`config.mk`:
```
export PLATFORM = sky130hd
export DESIGN_NAME = clk_div_prog
export DESIGN_NICKNAME = d
export VERILOG_FILES = /design/src/rtl/clk_div_prog.sv
export SDC_FILE = /design/constraint.sdc
export NUM_CORES = 1
export LEC_CHECK = 0
export ABC_AREA = 1
export BUFFER_PORTS_ARGS = -buffer_cell sky130_fd_sc_hd__buf_2
export CAP_MARGIN = 10
export CORE_UTILIZATION = 60
export DETAILED_ROUTE_END_ITERATION = 16
export GPL_TIMING_DRIVEN = 0
export PLACE_DENSITY = 0.88
export SYNTH_ARGS = -nofsm -noshare
export SYNTH_HDL_FRONTEND = slang
export SYNTH_SLANG_ARGS = --single-unit
```
`constraint.sdc`:
```
create_clock -name clk -period 4.4 [get_ports clk]
set_input_delay 0.66 -clock clk [delete_from_list [all_inputs] [get_ports clk]]
set_output_delay 0.66 -clock clk [all_outputs]
set_load 0.02 [all_outputs]
```
`src/rtl/clk_div_prog.sv`:
```
// Runtime-programmable 50%-duty integer clock divider with boundary-aligned divisor changes.
// Optional CLKDIV_TICK_EN adds a registered clk-domain pulse marking each clk_out rise.
module clk_div_prog #(
    parameter int CNT_W       = 8,
    parameter int DIV_DEFAULT = 5
) (
    input  logic             clk,
    input  logic             rst_n,
    input  logic             en,
    input  logic [CNT_W-1:0] div_val,
    input  logic             div_load,
    output logic             div_err,
    output logic             clk_out
`ifdef CLKDIV_TICK_EN
    ,
    output logic             tick
`endif
);

    typedef enum logic {
        IDLE,
        RUN
    } state_t;

    localparam logic [CNT_W-1:0] DIV_RST = CNT_W'(DIV_DEFAULT);
    localparam logic [CNT_W-1:0] ONE     = CNT_W'(1);
    localparam logic [CNT_W-1:0] TWO     = CNT_W'(2);

    state_t           state;
    logic [CNT_W-1:0] cnt;
    logic [CNT_W-1:0] div_cur;
    logic [CNT_W-1:0] pend;
    logic             pend_vld;
    logic             odd_cur;
    logic             v1;
    logic             v1n;

    logic             load_ok;
    logic [CNT_W-1:0] div_sel;
    logic [CNT_W-1:0] cnt_inc;
    logic [CNT_W-1:0] half_cur;
    logic             wrap;

    always_comb begin
        load_ok  = div_load && (div_val >= TWO);
        div_sel  = div_cur;
        if (load_ok) begin
            div_sel = div_val;
        end else if (pend_vld) begin
            div_sel = pend;
        end
        cnt_inc  = cnt + ONE;
        half_cur = div_cur >> 1;
        // IDLE behaves like a permanent period boundary
        wrap     = (state == IDLE) || (cnt == div_cur - ONE);
    end

    always_ff @(posedge clk or negedge rst_n) begin
        if (!rst_n) begin
            state    <= IDLE;
            cnt      <= '0;
            div_cur  <= DIV_RST;
            pend     <= '0;
            pend_vld <= 1'b0;
            odd_cur  <= DIV_RST[0];
            v1       <= 1'b0;
            div_err  <= 1'b0;
`ifdef CLKDIV_TICK_EN
            tick     <= 1'b0;
`endif
        end else begin
            div_err <= div_load && (div_val < TWO);
            if (wrap) begin
                cnt      <= '0;
                div_cur  <= div_sel;
                odd_cur  <= div_sel[0];
                pend_vld <= 1'b0;
                state    <= en ? RUN : IDLE;
                // div_sel >= 2, so the first cycle of a period is always high
                v1       <= en;
`ifdef CLKDIV_TICK_EN
                tick     <= en;
`endif
            end else begin
                cnt <= cnt_inc;
                v1  <= cnt_inc < half_cur;
`ifdef CLKDIV_TICK_EN
                tick <= 1'b0;
`endif
                if (load_ok) begin
                    pend     <= div_val;
                    pend_vld <= 1'b1;
                end
            end
        end
    end

    // Half-cycle extension for odd divisors
    always_ff @(negedge clk or negedge rst_n) begin
        if (!rst_n) begin
            v1n <= 1'b0;
        end else begin
            v1n <= v1;
        end
    end

    assign clk_out = v1 | (odd_cur & v1n);

endmodule

```
# Word level (Yosys, flattened, before mapping)
# Cells that the tools add are included.
# classes
eq_ne	1
shift	0
bitwise	4
mux	7
div	0
reduce_logical	7
n_lt_le_gt_ge	3
n_addsub	2
multipliers	0
# op_table
operator	count
$mux 8	3
$add 8x1->8 const B	1
$eq 8x8->1	1
$ge 8x2->1 const B	1
$lt 8x2->1 const B	1
$lt 8x7->1	1
$sub 8x1->8 const B	1
$mux 1	4
$reduce_and 2->1	2
$reduce_bool 2->1	2
$logic_and 1x1->1	2
$not 1->1	2
$and 1x1->1	1
$logic_or 1x1->1	1
$or 1x1->1	1
# totals
wordCells	33
ram_bits	0
output_inout_bits	2
latchBits	0
reg_bits	29
romBits	0
mem_count	0
input_bits	12

# Depth between registers and ports, before layout
# depth
ltp_word	5
ltp_mapped	15

==> out/metrics.json <==
{
  "status": {"value": "finished, final reports clean"},
  "postSynthRegisterBits": {"value": 29},
  "setup_viol": {"value": 0},
  "cts_tree": {"value": "yes"},
  "timing.critical_path.slowest_stage_cell": {"value": "dfrtn_1"},
  "h_tree_levels": {"value": 2},
  "finish.net_count": {"value": 293},
  "synth_sequential_area_ratio": {"value": 39.9, "unit": "%"},
  "gr-total-overflow": {"value": 0},
  "cts.root.buffer_cell": {"value": "clkbuf_4"},
  "gp_congestion": {"value": 0.807},
  "worstSetupPathType": {"value": "reg2out"},
  "global_route.usage.total": {"value": 24.5, "unit": "%"},
  "r2r_setup_slack": {"value": 1.66, "unit": "ns"},
  "clock_tree.buffer_depth": {"value": 2},
  "die-area": {"value": 0.00327, "unit": "mm²"},
  "clk_transition_reported_paths": {"value": 0.09, "unit": "ns"},
  "path_delay_family": {"value": "flip-flops"},
  "r2r-end": {"value": "v1n$_DFF_NN0_"},
  "final_design_area_no_fill": {"value": 0.00199, "unit": "mm²"},
  "die_w": {"value": 57.2, "unit": "µm"},
  "post_drt_via_cell_ratio": {"value": 5.23},
  "sinks_on_clock_net": {"value": 29},
  "worst_skew_pair.late_latency": {"value": 0.32, "unit": "ns"},
  "drc": {"value": 0},
  "cts_made_buffers": {"value": 5},
  "critical_path.startpoint_type": {"value": "flop"},
  "cts_repair_resize_count": {"value": 0},
  "max_stage_delay": {"value": 0.34, "unit": "ns"},
  "detailed_place_hpwl": {"value": 2.53, "unit": "mm"},
  "antennaDiodeCount": {"value": 0},
  "post_route_cells_drive_above_1_share": {"value": 12.8, "unit": "%"},
  "total_i_o_pin_count": {"value": 14},
  "post_synth_inst_count": {"value": 253},
  "timing.rr.start": {"value": "v1$_DFF_PN0_"},
  "num_rows": {"value": 19},
  "global_route_wire_length_before_repair": {"value": 6.03, "unit": "mm"},
  "drt_first_iter_violations": {"value": 50},
  "timing.critical_path.buf_inv": {"value": 1},
  "slew_violations": {"value": 0},
  "timing.critical_path.required": {"value": 3.74, "unit": "ns"},
  "ant_nets": {"value": 0},
  "finalCoreUtilization": {"value": 70.3, "unit": "%"},
  "finalPower": {"value": 480, "unit": "µW"},
  "cts-hold-fix-buffers": {"value": 0},
  "synthDistinctLibCells": {"value": 30},
  "rsz0062_at_grt": {"value": "no"},
  "finalSetupTns": {"value": 0, "unit": "ns"},
  "antenna_found_initial": {"value": 0},
  "place.detailed.instances": {"value": 297},
  "worst-endpoint-arrival": {"value": 3.17, "unit": "ns"},
  "initial_core_util": {"value": 64.5, "unit": "%"},
  "timing.hold.worst.class": {"value": "in2async"},
  "crit_path_cell_trace": {"value": "a21o_1 > buf_2"},
  "max_cap_viol_count": {"value": 0},
  "routed_wl": {"value": 3.42, "unit": "mm"},
  "num_vias": {"value": 1595},
  "post_dp_cell_area": {"value": 0.00193, "unit": "mm²"},
  "yosys_synthesis_warning_count": {"value": 0},
  "mean_instance_size_in_the_synthesized_netlist": {"value": 7.22, "unit": "µm²"},
  "synth_area": {"value": 0.00183, "unit": "mm²"},
  "report.final.hold_viol_count": {"value": 0},
  "first_global_vias": {"value": 1416},
  "clock-skew-final": {"value": 0.00598, "unit": "ns"},
  "die_y": {"value": 57.2, "unit": "µm"},
  "max_slew.worst_pin.slew": {"value": 0.627, "unit": "ns"},
  "synth.net_count": {"value": 273},
  "crit_start": {"value": "v1n$_DFF_NN0_"},
  "leakagePower": {"value": 1.12, "unit": "nW"},
  "detailedRoute.firstPassIterationCount": {"value": 4},
  "syn2layout_area_growth": {"value": 8.91, "unit": "%"},
  "power.density": {"value": 242, "unit": "mW/mm²"},
  "worstRegToRegCells": {"value": 0},
  "final_cells": {"value": 305},
  "critical_path.endpoint_type": {"value": "primary output"},
  "io_buffers": {"value": 13},
  "maxSlewHeadroom": {"value": 58.2, "unit": "%"},
  "critical_path.max_fanout": {"value": 1},
  "cts.repair_timing.setup_buffer_count": {"value": 0},
  "routedWlPerCell": {"value": 11.2, "unit": "µm"},
  "max-vdd-ir-drop": {"value": 0.203, "unit": "mV"},
  "core_region_area": {"value": 0.00283, "unit": "mm²"},
  "grt_max_degree": {"value": 30}
}
synth_stat cells, drive strengths merged:
cell / number / area, µm²
a21o: 1 / 7.51
a21oi: 4 / 20.0
and2: 1 / 6.26
buf: 3 / 22.5
clkbuf: 3 / 12.5
dfrtn: 1 / 25.0
dfrtp: 26 / 651
dfstp: 2 / 52.6
ha: 8 / 100
inv: 32 / 120
nand2: 101 / 397
nand3: 19 / 105
nand3b: 1 / 7.51
nand4: 13 / 81.3
nor2: 21 / 86.3
nor3: 5 / 36.3
o211ai: 1 / 7.51
o21a: 1 / 7.51
o21ai: 2 / 10.0
xnor2: 1 / 8.76
xor2: 7 / 61.3
report_power, final:
group	switching (mW)	internal (mW)
combinational	0.0214	0.0115
clock	0.0917	0.0788
sequential	0.00368	0.273
total	0.117	0.363
final cells by class:
| cell class | count | area (µm²) |
|---|---|---|
| Buffer | 6 | 35.0 |
| Clock buffer | 8 | 58.8 |
| Fill cell | 244 | 841 |
| Inverter | 32 | 120 |
| Multi-Input combinational cell | 186 | 942 |
| Sequential cell | 29 | 728 |
| Tap cell | 31 | 38.8 |
| Timing Repair Buffer | 13 | 65.1 |
state kept, by name (all words and copies together) (netlist names):
register	count
div_cur	8
pend	8
v1n	1
div_err	1
cnt	8
state	1
v1	1
pend_vld	1
layer usage:
metal	routed length (µm)	vias up	GRT usage [%]
met2	1660	32	39.2
met1	1610	720	31.1
met4	35	0	10.8
met3	118	4	7.03
li1	-	839	-
met5	0	-	0
worst max path at each step:
stage	end	slack (ns)	cells after the start
floorplan	clk_out	0.97	1
global placement	clk_out	0.92	2
detailed placement	clk_out	0.92	2
CTS	clk_out	0.56	2
global route	clk_out	0.54	2
finish	clk_out	0.57	2
cell families (layout without fill, tap and decap cells):
kind of cell / Yosys count / count (layout) / share of synthesized area [%]
compound gates: 9 / 9 / 2.88
xor+xnor: 8 / 8 / 3.84
fa+ha+maj: 8 / 8 / 5.48
buf+inv: 38 / 59 / 8.50
flops: 29 / 29 / 39.9
simple gates: 161 / 161 / 39.4
layout by cell type (no fill, tap or decap), types with 2 or more instances in the layout:
cell type	count
nand2_4	2
dfrtp_1	26
clkbuf_4	5
nand3_1	17
nand3_2	2
o21ai_0	2
inv_1	28
dfstp_2	2
buf_2	13
inv_2	4
ha_1	8
nand2_1	98
nor3_1	4
a21oi_1	4
xor2_1	7
nand4_1	13
clkbuf_1	4
nor2_1	20
stage by stage:
stage,hold slack [ns],setup slack [ns]
4_1_cts,0.354,0.564
3_5_place_dp,0.458,0.923
2_1_floorplan,0.364,0.974
3_3_place_gp,0.455,0.924
5_1_grt,0.365,0.545
6_report,0.343,0.575
(Power assumes the default switching activity.)
